<file path="src/rtl/datapath_if.sv">
// Control/status bundle between the sequencing FSM side and the execution datapath.
interface datapath_if #(
    parameter int unsigned WIDTH = 8
);
    logic [8:0]       i_signal;
    logic [WIDTH-1:0] i_limit;
    logic             mayor;
    logic [WIDTH-1:0] o_alu;
    logic [WIDTH-1:0] o_r1;
    logic [WIDTH-1:0] o_r2;
    logic [WIDTH-1:0] o_r3;
    logic             o_ovf;
    logic             o_err;
    logic [7:0]       o_wcount;

    // Controller side: issues control word and threshold, observes status.
    modport master (
        output i_signal, i_limit,
        input  mayor, o_alu, o_r1, o_r2, o_r3, o_ovf, o_err, o_wcount
    );

    // Datapath side.
    modport slave (
        input  i_signal, i_limit,
        output mayor, o_alu, o_r1, o_r2, o_r3, o_ovf, o_err, o_wcount
    );
endinterface

</file>
<file path="src/rtl/datapath.sv">
// Execution datapath: three working registers, two operand muxes, a registered
// 4-function ALU and a registered comparator feeding the FSM's termination flag.
module datapath #(
    parameter int unsigned     WIDTH = 8,
    parameter logic [WIDTH-1:0] INIT1 = WIDTH'(0),
    parameter logic [WIDTH-1:0] INIT2 = WIDTH'(1)
) (
    input  logic      clk,
    input  logic      rst,
    datapath_if.slave bus
);
    localparam int unsigned AW = WIDTH + 1;

    logic [1:0] cnt_alu;
    logic [1:0] slc_mux_a;
    logic [1:0] slc_mux_b;
    logic [1:0] slc_reg;
    logic       w;

    logic [WIDTH-1:0] r1, r2, r3;
    logic [WIDTH-1:0] alu_q;
    logic             alu_c;
    logic             mayor_q;
    logic             ovf, err;
    logic [7:0]       wcount;

    logic [WIDTH-1:0] op_a, op_b;
    logic [AW-1:0]    alu_full;

    assign cnt_alu   = bus.i_signal[8:7];
    assign slc_mux_a = bus.i_signal[6:5];
    assign slc_mux_b = bus.i_signal[4:3];
    assign slc_reg   = bus.i_signal[2:1];
    assign w         = bus.i_signal[0];

    // Operand A mux; index 11 reads zero.
    always_comb begin
        op_a = '0;
        case (slc_mux_a)
            2'b00:   op_a = r1;
            2'b01:   op_a = r2;
            2'b10:   op_a = r3;
            default: op_a = '0;
        endcase
    end

    // Operand B mux; index 11 reads zero.
    always_comb begin
        op_b = '0;
        case (slc_mux_b)
            2'b00:   op_b = r1;
            2'b01:   op_b = r2;
            2'b10:   op_b = r3;
            default: op_b = '0;
        endcase
    end

    // ALU at WIDTH+1 bits; top bit is carry for add, borrow for subtract.
    always_comb begin
        alu_full = '0;
        case (cnt_alu)
            2'b00:   alu_full = {1'b0, op_a} + {1'b0, op_b};
            2'b01:   alu_full = {1'b0, op_a} - {1'b0, op_b};
            2'b10:   alu_full = {1'b0, op_a};
            default: alu_full = {1'b0, op_b};
        endcase
    end

    // State update: result/compare registers every cycle, writes use last cycle's result.
    always_ff @(posedge clk) begin
        if (rst) begin
            r1      <= INIT1;
            r2      <= INIT2;
            r3      <= '0;
            alu_q   <= '0;
            alu_c   <= 1'b0;
            mayor_q <= 1'b0;
            ovf     <= 1'b0;
            err     <= 1'b0;
            wcount  <= 8'd0;
        end else begin
            alu_q   <= alu_full[WIDTH-1:0];
            alu_c   <= alu_full[AW-1];
            mayor_q <= (r3 > bus.i_limit);
            if (w) begin
                if (slc_reg == 2'b11) begin
                    err <= 1'b1;
                end else begin
                    case (slc_reg)
                        2'b00:   r1 <= alu_q;
                        2'b01:   r2 <= alu_q;
                        default: r3 <= alu_q;
                    endcase
                    wcount <= wcount + 8'd1;
                    if (alu_c) begin
                        ovf <= 1'b1;
                    end
                end
            end
        end
    end

    assign bus.o_r1     = r1;
    assign bus.o_r2     = r2;
    assign bus.o_r3     = r3;
    assign bus.o_alu    = alu_q;
    assign bus.mayor    = mayor_q;
    assign bus.o_ovf    = ovf;
    assign bus.o_err    = err;
    assign bus.o_wcount = wcount;
endmodule

</file>
<file path="src/flat_wrapper.sv">
// flat-port wrapper written by rule: the top's interface ports become plain ports
module datapath_flat 
#(
    parameter int unsigned     WIDTH = 8,
    parameter logic [WIDTH-1:0] INIT1 = WIDTH'(0),
    parameter logic [WIDTH-1:0] INIT2 = WIDTH'(1)
)
  (clk, rst, bus_i_signal, bus_i_limit, bus_mayor, bus_o_alu, bus_o_r1, bus_o_r2, bus_o_r3, bus_o_ovf, bus_o_err, bus_o_wcount);
  datapath_if #(.WIDTH(WIDTH)) bus_i ();
  input  logic clk;
  input  logic rst;
  input wire logic [$bits(bus_i.i_signal)-1:0] bus_i_signal;
  input wire logic [$bits(bus_i.i_limit)-1:0] bus_i_limit;
  output wire logic [$bits(bus_i.mayor)-1:0] bus_mayor;
  output wire logic [$bits(bus_i.o_alu)-1:0] bus_o_alu;
  output wire logic [$bits(bus_i.o_r1)-1:0] bus_o_r1;
  output wire logic [$bits(bus_i.o_r2)-1:0] bus_o_r2;
  output wire logic [$bits(bus_i.o_r3)-1:0] bus_o_r3;
  output wire logic [$bits(bus_i.o_ovf)-1:0] bus_o_ovf;
  output wire logic [$bits(bus_i.o_err)-1:0] bus_o_err;
  output wire logic [$bits(bus_i.o_wcount)-1:0] bus_o_wcount;
  assign bus_i.i_signal = bus_i_signal;
  assign bus_i.i_limit = bus_i_limit;
  assign bus_mayor = bus_i.mayor;
  assign bus_o_alu = bus_i.o_alu;
  assign bus_o_r1 = bus_i.o_r1;
  assign bus_o_r2 = bus_i.o_r2;
  assign bus_o_r3 = bus_i.o_r3;
  assign bus_o_ovf = bus_i.o_ovf;
  assign bus_o_err = bus_i.o_err;
  assign bus_o_wcount = bus_i.o_wcount;
  datapath #(.WIDTH(WIDTH), .INIT1(INIT1), .INIT2(INIT2)) u_core (.clk(clk), .rst(rst), .bus(bus_i));
endmodule
</file>
<file path="config.mk">
export PLATFORM = sky130hd
export DESIGN_NAME = datapath_flat
export DESIGN_NICKNAME = d
export VERILOG_FILES = /design/src/rtl/datapath_if.sv /design/src/rtl/datapath.sv /design/src/flat_wrapper.sv
export SDC_FILE = /design/constraint.sdc
export NUM_CORES = 1
export LEC_CHECK = 0
export CORE_ASPECT_RATIO = 0.7
export CORE_MARGIN = 5
export CORE_UTILIZATION = 55
export CTS_CLUSTER_DIAMETER = 80
export DETAILED_ROUTE_END_ITERATION = 8
export HOLD_SLACK_MARGIN = 0.1
export MAX_ROUTING_LAYER = met4
export PLACE_DENSITY = 0.86
export SYNTH_ARGS = -nofsm -noshare
export SYNTH_HDL_FRONTEND = slang
export SYNTH_SLANG_ARGS = --single-unit
</file>
<file path="constraint.sdc">
create_clock -name clk -period 9.6 [get_ports clk]
set_input_delay 2.88 -clock clk [delete_from_list [all_inputs] [get_ports clk]]
set_output_delay 2.88 -clock clk [all_outputs]
set_load 0.02 [all_outputs]
</file>
==> metrics.txt, run 1 <==
# TYPE chip_impl_metric gauge
chip_impl_metric{name="n_fill_cell",unit=""} 369
chip_impl_metric{name="vias_per_cell",unit=""} 5.690
chip_impl_metric{name="vdd_drop_max",unit="V"} 0.00005858
chip_impl_info{name="outcome",value="finished, final reports clean"} 1
chip_impl_metric{name="flow.area_growth_from_synthesis",unit="%"} 24.51
chip_impl_info{name="worst_r2r_endpoint",value="u_core.alu_c$_SDFF_PP0_"} 1
chip_impl_metric{name="antenna_found_initial",unit=""} 0
chip_impl_metric{name="nets",unit=""} 405
chip_impl_metric{name="final_hold_violating_endpoints",unit=""} 0
chip_impl_metric{name="yosysTopAreaCellShare",unit="%"} 30.86
chip_impl_metric{name="period_minus_slack",unit="ns"} 6.177
chip_impl_metric{name="initial_core_util",unit="%"} 58.09
chip_impl_info{name="synth_flop_cell",value="dfxtp_1"} 1
chip_impl_metric{name="cell_count_after_synthesis",unit=""} 312
chip_impl_metric{name="multi_input_area",unit="sq mm"} 0.001815
chip_impl_info{name="routed.top_layer",value="met4"} 1
chip_impl_metric{name="met3RoutedLength",unit="microns"} 496
chip_impl_info{name="cts_tree",value="built"} 1
chip_impl_metric{name="finish.utilization",unit="%"} 72.32
chip_impl_info{name="netlist.top_cell.by_area",value="dfxtp_1"} 1
chip_impl_metric{name="grt_pass1_vias",unit=""} 2280
chip_impl_metric{name="post_cts.repair.setup_buffers",unit=""} 0
chip_impl_metric{name="remaining_drc_errors",unit=""} 0
chip_impl_metric{name="yosysSeqAreaShare",unit="%"} 30.86
chip_impl_metric{name="cts_sinks",unit=""} 44
chip_impl_metric{name="fin_total_pwr",unit="mW"} 0.4191
chip_impl_metric{name="die_y",unit="microns"} 70.27
chip_impl_metric{name="drt-wirelength-per-cell",unit="microns"} 16.99
chip_impl_metric{name="drt_pre_antenna_iters",unit=""} 4
chip_impl_metric{name="syn-cell-area",unit="sq mm"} 0.002854
chip_impl_metric{name="reg2reg_setup_slack",unit="ns"} 6.73
chip_impl_info{name="worstSetupPathType",value="in -> reg"} 1
chip_impl_metric{name="setup_slack",unit="ns"} 3.423
chip_impl_metric{name="io_buffer_count",unit=""} 61
chip_impl_metric{name="finalClockSkew",unit="ns"} 0.005022
chip_impl_metric{name="routed-via-count",unit=""} 2481
chip_impl_info{name="worstSetupEndpoint",value="u_core.alu_c$_SDFF_PP0_"} 1
chip_impl_metric{name="route.met2.wl",unit="mm"} 3.326
chip_impl_metric{name="floorplan.die.width",unit="microns"} 96.10
chip_impl_metric{name="worst_pin_slew",unit="ns"} 0.6111
chip_impl_metric{name="yosys_register_bits",unit=""} 44
chip_impl_metric{name="timing.critical_path.fanout_max",unit=""} 9
chip_impl_metric{name="htree_num_levels",unit=""} 2
chip_impl_info{name="crit_path_end_kind",value="register"} 1
chip_impl_info{name="critical-path-slowest-cell",value="clkdlybuf4s50_1"} 1
chip_impl_metric{name="total_cts_buffers",unit=""} 5
chip_impl_metric{name="placeableCoreArea",unit="sq mm"} 0.004913
chip_impl_metric{name="dpl_worst_slack",unit="ns"} 3.139
chip_impl_metric{name="synth_enable_flop_cells",unit=""} 0
chip_impl_info{name="ctsRootBufferMaster",value="clkbuf_8"} 1
chip_impl_metric{name="syn_avg_cell_area",unit="sq um"} 9.147
chip_impl_metric{name="slew_viol_final",unit=""} 0
chip_impl_info{name="setup_repair_after_global_routing_missed_its_margin",value="no"} 1
chip_impl_metric{name="std_cell_rows",unit=""} 21
chip_impl_metric{name="grt_max_degree",unit=""} 49
chip_impl_metric{name="detailed_route_iter0_violations",unit=""} 159
chip_impl_metric{name="max_freq",unit="MHz"} 161.9
chip_impl_metric{name="final-seq-area",unit="sq um"} 880.8
chip_impl_info{name="post_synth_main_area_contributors",value="dfxtp_1, mux2i_1, ha_1"} 1
chip_impl_metric{name="worst-endpoint-arrival",unit="ns"} 6.40
chip_impl_metric{name="finalSetupTns",unit="ns"} 0
chip_impl_metric{name="n_antenna_cell",unit=""} 0
chip_impl_metric{name="worst_path_largest_cell_delay",unit="ns"} 0.85
chip_impl_metric{name="mappedNetlistNets",unit=""} 350
chip_impl_metric{name="post_cts_sizing_count",unit=""} 0
chip_impl_metric{name="cellLeakagePower",unit="nW"} 1.467
chip_impl_metric{name="remaining_global_route_overflow",unit=""} 0
chip_impl_info{name="critPathLaunch",value="bus_i_signal[4]"} 1
chip_impl_metric{name="worst_skew_pair.late_latency",unit="ns"} 0.30
chip_impl_metric{name="setup-violations-final",unit=""} 0
chip_impl_metric{name="global_route_wire_length_before_repair",unit="mm"} 11.76
chip_impl_metric{name="finalInstanceArea",unit="sq mm"} 0.003553
chip_impl_metric{name="antenna_left",unit=""} 0
chip_impl_metric{name="globalplace.congestion",unit=""} 0.8428
chip_impl_metric{name="grt_usage",unit="%"} 22.57
chip_impl_info{name="setup.worst_path.start_class",value="primary input"} 1
chip_impl_info{name="cpMostUsedCell",value="a211o_1"} 1
chip_impl_metric{name="cap_viol_max_count",unit=""} 0
chip_impl_info{name="cell_chain_critical_path",value="clkdlybuf4s50_1 -> nor2b_4 -> o2bb2ai_2 -> inv_1 -> ha_1 -> nor2_1 -> a21o_1 -> inv_2 -> fa_1 -> nor2b_1 -> o21ai_1 -> a211o_1 -> a211o_1 -> mux2i_1"} 1
chip_impl_metric{name="totalWireLength",unit="mm"} 7.408
chip_impl_metric{name="cts.clk_slew.worst_paths",unit="ns"} 0.08
chip_impl_metric{name="ctsHoldBuffers",unit=""} 0
chip_impl_metric{name="yosys.cell_types.count",unit=""} 53
chip_impl_info{name="hold_path.startpoint",value="u_core.bus.o_err$_SDFFE_PP0P_"} 1
chip_impl_metric{name="yosysWarningCount",unit=""} 0
chip_impl_metric{name="wl_met1",unit="mm"} 3.526
chip_impl_metric{name="postSynth.asyncResetShare",unit="%"} 0
chip_impl_metric{name="finalCritPeriodShare",unit="%"} 64.34
chip_impl_metric{name="power_density",unit="mW/mm^2"} 117.9
chip_impl_info{name="timing.hold.worst.class",value="reg -> reg"} 1
chip_impl_info{name="reg2reg_from",value="u_core.bus.o_r1[0]$_SDFFE_PP0P_"} 1
chip_impl_metric{name="proportion_of_layout_cells_with_a_drive_suffix_above_1",unit="%"} 7.357
chip_impl_metric{name="ctsLongestPathBuffers",unit=""} 2
chip_impl_metric{name="worst_r2r_path_depth",unit=""} 13
chip_impl_metric{name="detailedPlacementHpwl",unit="mm"} 5.720
chip_impl_metric{name="floorplan_die_area",unit="sq mm"} 0.006753
chip_impl_metric{name="critical_path_required",unit="ns"} 9.83
chip_impl_metric{name="placed_area",unit="sq mm"} 0.003472
chip_impl_metric{name="boundaryPins",unit=""} 62
chip_impl_metric{name="timing.max_slew.rel_slack",unit="%"} 59.13
[state kept, by name, indices dropped and copies added (netlist names)]
name,flops
u_core.bus.o_alu,8
u_core.bus.o_r1,8
u_core.bus.o_r2,8
u_core.bus.o_r3,8
u_core.bus.o_wcount,8
u_core.alu_c,1
u_core.bus.mayor,1
u_core.bus.o_err,1
u_core.bus.o_ovf,1
[synthesized netlist by cell type (6+ instances only)]
cell	n
dfxtp_1	44
ha_1	18
inv_1	15
o21ai_0	8
nand2_1	14
nor2_1	49
mux2i_1	42
xnor2_1	8
a21oi_1	13
xor2_1	6
[area by class of cell]
class	count	share of cell area, %
clock buffer	5	1.937
multi-input combinational	236	51.09
inverter	17	1.796
timing repair buffer	63	17.61
sequential	44	24.79
clock inverter	2	0.3521
tap	69	2.430
[layout by cell type (no fill, tap or decap), types with 3 or more instances in the layout]
cell             synthesis  routed
or3_1                    5       5
nor2_1                  49      49
o211ai_1                 5       5
nand2_1                 14      14
o21ai_1                  3       3
clkbuf_8                 0       5
a211o_1                  5       5
dfxtp_1                 44      44
o2bb2ai_4                3       3
nor2b_1                  3       3
clkdlybuf4s50_1          0      61
nand3_1                  4       4
xnor2_1                  8       8
xor2_1                   6       6
a21o_1                   5       5
o2bb2ai_2                3       3
o21a_1                   5       5
ha_1                    18      18
a21oi_1                 13      13
and4_1                   3       3
inv_1                   15      15
o21ai_0                  8       8
mux2i_1                 42      42
nand3b_1                 3       3
[worst min path at each step]
stage / cells after the start / end
final: 2 / u_core.bus.o_err$_SDFFE_PP0P_
after global routing: 2 / u_core.bus.o_err$_SDFFE_PP0P_
after CTS: 2 / u_core.bus.o_err$_SDFFE_PP0P_
after detailed placement: 2 / u_core.bus.o_err$_SDFFE_PP0P_
after global placement: 2 / u_core.bus.o_err$_SDFFE_PP0P_
after floorplan: 2 / u_core.bus.o_ovf$_SDFFE_PP0P_
[cell families after synthesis]
logic type | synth area share (%)
AOI/OAI and AO/OA | 19.33
DFF | 30.86
adders and majority gates | 8.593
buffers and inverters | 5.524
xor gates and xnor gates | 4.296
and+or+nand+nor | 16.66
muxes | 14.73
[metrics by stage]
stage	hold WS (ns)	instances
after global routing	0.5015	436
after floorplan	0.4334	312
after CTS	0.4740	436
after detailed placement	0.4542	429
final	0.4709	436
after global placement	0.4456	429
[power breakdown]
| group | switching (mW) | leakage, nW | internal, mW |
|---|---|---|---|
| registers | 0.00928 | 0.358 | 0.190 |
| logic | 0.0568 | 1.07 | 0.0498 |
| clock network | 0.0636 | 0.0400 | 0.0493 |
| total | 0.130 | 1.47 | 0.289 |
[per-layer routing]
| layer | global-route usage (%) | vias up |
|---|---|---|
| met5 | - | - |
| met4 | 4.574 | 0 |
| met3 | 3.219 | 7 |
| met2 | 34.12 | 87 |
| met1 | 32.00 | 1170 |
| li1 | - | 1217 |
[worst max-delay path: cells and delay by family]
family / cells / cell delay (ns)
AOI/OAI and AO/OA: 5 / 1.00
buffers and inverters: 3 / 0.97
muxes: 1 / 0.12
and+or+nand+nor: 3 / 0.75
adders and majority gates: 2 / 0.69
No activity file was read; power rests on OpenSTA's default activity.
==> run 2: changes to the inputs <==
--- a/config.mk
+++ b/config.mk
@@ -7,12 +7,12 @@
 export LEC_CHECK = 0
 export CORE_ASPECT_RATIO = 0.7
 export CORE_MARGIN = 5
-export CORE_UTILIZATION = 55
+export CORE_UTILIZATION = 46
 export CTS_CLUSTER_DIAMETER = 80
 export DETAILED_ROUTE_END_ITERATION = 8
 export HOLD_SLACK_MARGIN = 0.1
 export MAX_ROUTING_LAYER = met4
-export PLACE_DENSITY = 0.86
+export PLACE_DENSITY = 0.76
 export SYNTH_ARGS = -nofsm -noshare
 export SYNTH_HDL_FRONTEND = slang
 export SYNTH_SLANG_ARGS = --single-unit
==> constraint.sdc (replaced) <==
create_clock -name clk -period 4.95 [get_ports clk]
set_input_delay 1.485 -clock clk [delete_from_list [all_inputs] [get_ports clk]]
set_output_delay 1.485 -clock clk [all_outputs]
set_load 0.02 [all_outputs]
==> run 2 against run 1 <==
Final cell count is 3.2% higher; largest cell class unchanged; critical path depth stayed put; sequential share of layout area is 0.50 points lower; count of clock-buffer cells in the layout stayed put; non-clock buffer count is 6 higher; die area is 17% higher; worst setup slack worse by 3.0 ns; clock skew is 0.0024 ns higher; first-iteration DRC count is 14% higher; critical path type unchanged; sequential power is 93% higher; hold slack better by 0.013 ns.
==> metrics.txt, run 2 (synthesis gave the netlist of run 1 again) <==
# TYPE chip_impl_metric gauge
chip_impl_info{name="outcome",value="finished, final reports clean"} 1
chip_impl_metric{name="detailed_route_iter0_violations",unit=""} 182
chip_impl_metric{name="grt_usage",unit="%"} 19.21
chip_impl_metric{name="period_minus_slack",unit="ns"} 4.488
chip_impl_info{name="worstSetupPathType",value="in -> reg"} 1
chip_impl_info{name="setup.worst_path.start_class",value="primary input"} 1
chip_impl_info{name="crit_path_end_kind",value="register"} 1
chip_impl_metric{name="globalplace.congestion",unit=""} 0.9362
chip_impl_metric{name="worst_skew_pair.late_latency",unit="ns"} 0.29
chip_impl_metric{name="remaining_drc_errors",unit=""} 0
chip_impl_metric{name="holdWs",unit="ns"} 0.4839
chip_impl_metric{name="remaining_global_route_overflow",unit=""} 0
chip_impl_metric{name="worst-endpoint-arrival",unit="ns"} 4.70
chip_impl_metric{name="global_route_wire_length_before_repair",unit="mm"} 12.29
chip_impl_info{name="ctsRootBufferMaster",value="clkbuf_8"} 1
chip_impl_metric{name="proportion_of_layout_cells_with_a_drive_suffix_above_1",unit="%"} 8.602
chip_impl_info{name="timing.hold.worst.class",value="reg -> reg"} 1
chip_impl_metric{name="std_cell_rows",unit=""} 24
chip_impl_metric{name="grt_pass1_vias",unit=""} 2299
chip_impl_metric{name="cellLeakagePower",unit="nW"} 1.506
chip_impl_info{name="layout.cells.most_common",value="clkdlybuf4s50_1"} 1
chip_impl_metric{name="placed_cells",unit=""} 444
chip_impl_metric{name="max_freq",unit="MHz"} 222.8
chip_impl_metric{name="antenna_left",unit=""} 0
chip_impl_metric{name="swShare",unit="%"} 28.49
chip_impl_metric{name="pwr-share-comb",unit="%"} 24.8
chip_impl_metric{name="boundaryPins",unit=""} 62
chip_impl_metric{name="finalCritPeriodShare",unit="%"} 90.67
chip_impl_metric{name="flow.area_growth_from_synthesis",unit="%"} 27.09
chip_impl_metric{name="slew_viol_final",unit=""} 0
chip_impl_metric{name="die_y",unit="microns"} 75.90
chip_impl_metric{name="io_buffer_count",unit=""} 61
chip_impl_metric{name="total_cts_buffers",unit=""} 5
chip_impl_metric{name="grt_max_degree",unit=""} 49
chip_impl_metric{name="post_cts_sizing_count",unit=""} 0
chip_impl_metric{name="ctsLongestPathBuffers",unit=""} 2
chip_impl_metric{name="power_density",unit="mW/mm^2"} 236.6
chip_impl_metric{name="cap_viol_max_count",unit=""} 0
chip_impl_metric{name="floorplan.die.width",unit="microns"} 104.1
chip_impl_metric{name="critical_path_required",unit="ns"} 5.16
chip_impl_metric{name="placed_area",unit="sq mm"} 0.003528
chip_impl_metric{name="n_antenna_cell",unit=""} 0
chip_impl_metric{name="floorplan_die_area",unit="sq mm"} 0.007905
chip_impl_metric{name="worst_path_largest_cell_delay",unit="ns"} 0.76
chip_impl_metric{name="setup-violations-final",unit=""} 0
chip_impl_metric{name="initial_core_util",unit="%"} 46.59
chip_impl_info{name="cell_chain_critical_path",value="clkdlybuf4s50_1 -> mux2i_1 -> o2bb2ai_2 -> inv_1 -> ha_1 -> nor2_1 -> a21o_1 -> inv_2 -> fa_1 -> nor2b_1 -> o21ai_1 -> a211o_1 -> a211o_1 -> mux2i_1"} 1
chip_impl_metric{name="antenna_found_initial",unit=""} 0
chip_impl_metric{name="finalClockSkew",unit="ns"} 0.007392
chip_impl_metric{name="seqPwrFrac",unit="%"} 45.0
chip_impl_metric{name="drt_pre_antenna_iters",unit=""} 4
chip_impl_metric{name="n_fill_cell",unit=""} 542
chip_impl_info{name="layout_common_cells",value="clkdlybuf4s50_1, nor2_1, dfxtp_1"} 1
chip_impl_metric{name="placeableCoreArea",unit="sq mm"} 0.006126
chip_impl_metric{name="nets",unit=""} 411
chip_impl_metric{name="drt-wirelength-per-cell",unit="microns"} 16.45
chip_impl_metric{name="vdd_drop_max",unit="V"} 0.0001119
chip_impl_metric{name="finalSetupTns",unit="ns"} 0
chip_impl_metric{name="cts_sinks",unit=""} 44
chip_impl_metric{name="power.internal",unit="mW"} 0.6136
chip_impl_metric{name="routed-via-count",unit=""} 2523
chip_impl_info{name="setup_repair_after_global_routing_missed_its_margin",value="no"} 1
chip_impl_metric{name="finalInstanceArea",unit="sq mm"} 0.003627
chip_impl_metric{name="detailedPlacementHpwl",unit="mm"} 5.576
chip_impl_metric{name="final_hold_violating_endpoints",unit=""} 0
chip_impl_metric{name="htree_num_levels",unit=""} 2
chip_impl_metric{name="clockPowerShare",unit="%"} 30.2
chip_impl_metric{name="post_layout_nonfiller_instances",unit=""} 450
chip_impl_metric{name="timing.max_slew.rel_slack",unit="%"} 54.17
chip_impl_metric{name="vias_per_cell",unit=""} 5.607
chip_impl_metric{name="net-switching-power",unit="mW"} 0.2444
chip_impl_metric{name="reg2reg_setup_slack",unit="ns"} 2.08
chip_impl_info{name="critical-path-slowest-cell",value="clkdlybuf4s50_1"} 1
chip_impl_metric{name="totalWireLength",unit="mm"} 7.401
chip_impl_metric{name="ctsHoldBuffers",unit=""} 0
chip_impl_metric{name="timing.critical_path.fanout_max",unit=""} 7
chip_impl_metric{name="cts.clk_slew.worst_paths",unit="ns"} 0.08
chip_impl_metric{name="worst_pin_slew",unit="ns"} 0.6854
chip_impl_metric{name="post_cts.repair.setup_buffers",unit=""} 0
chip_impl_info{name="cts_tree",value="built"} 1
==> run 2: cell count changes in the layout (fill, tap and decap cells not counted) <==
cell and change:
buf_4 +6, bufinv_16 +1, clkinv_2 -1, clkinvlp_4 -1
==> run 2: metal layers <==
layer / share of wire (%) / global-route usage, %
met5: 0 / -
met4: 0.72 / 3.493
met3: 5.0 / 3.565
met2: 41 / 26.21
met1: 53 / 29.40
==> run 2: critical path: cells and delay by family <==
kind	cells	cell delay, ns
AOI/OAI and AO/OA	5	1.05
adders and majority gates	2	0.69
muxes	2	0.32
buffers and inverters	3	0.87
and+or+nand+nor	2	0.27
==> run 2: power groups by stage <==
| stage | clock, mW | combinational, mW | sequential (mW) |
|---|---|---|---|
| global route | 0.282 | 0.232 | 0.389 |
| detailed placement | 0 | 0.210 | 0.394 |
| floorplan | 0 | 0.122 | 0.407 |
| finish | 0.259 | 0.213 | 0.386 |
| CTS | 0.266 | 0.211 | 0.386 |
| global placement | 0 | 0.207 | 0.394 |
==> run 2: cell type report <==
| cell class | instances | area [sq um] | area share (%) |
|---|---|---|---|
| inverter | 17 | 63.81 | 1.759 |
| sequential | 44 | 880.8 | 24.28 |
| clock buffer | 5 | 68.82 | 1.897 |
| clock inverter | 1 | 30.03 | 0.8279 |
| multi-input combinational | 236 | 1815 | 50.05 |
| timing repair buffer | 69 | 670.6 | 18.49 |
| tap | 78 | 97.59 | 2.691 |
==> run 2: path summary, 6_finish.rpt <==
path,from,to,cells after the start
setup / recovery,bus_i_signal[3],u_core.alu_c$_SDFF_PP0_,14
hold / removal,u_core.bus.o_ovf$_SDFFE_PP0P_,u_core.bus.o_ovf$_SDFFE_PP0P_,2
setup reg to reg,u_core.bus.o_r2[0]$_SDFFE_PP1P_,u_core.alu_c$_SDFF_PP0_,13
hold reg to reg,u_core.bus.o_ovf$_SDFFE_PP0P_,u_core.bus.o_ovf$_SDFFE_PP0P_,2
==> run 2: metrics by stage <==
| step | power [mW] | utilization, % | setup slack [ns] |
|---|---|---|---|
| after global placement | 0.6008 | 57.60 | 0.3163 |
| after CTS | 0.8627 | 59.21 | 0.5066 |
| after floorplan | 0.5289 | - | 0.9607 |
| after global routing | 0.9021 | 59.21 | 0.2903 |
| after detailed placement | 0.6045 | 57.60 | 0.2137 |
| final | 0.8581 | 59.21 | 0.4618 |
==> run 3: changes to the inputs <==
--- a/config.mk
+++ b/config.mk
@@ -5,6 +5,7 @@
 export SDC_FILE = /design/constraint.sdc
 export NUM_CORES = 1
 export LEC_CHECK = 0
+export CAP_MARGIN = 15
 export CORE_ASPECT_RATIO = 0.7
 export CORE_MARGIN = 5
 export CORE_UTILIZATION = 46
==> results of run 3 <==
The final DEF is identical to that of run 2; final timing and power are the same.
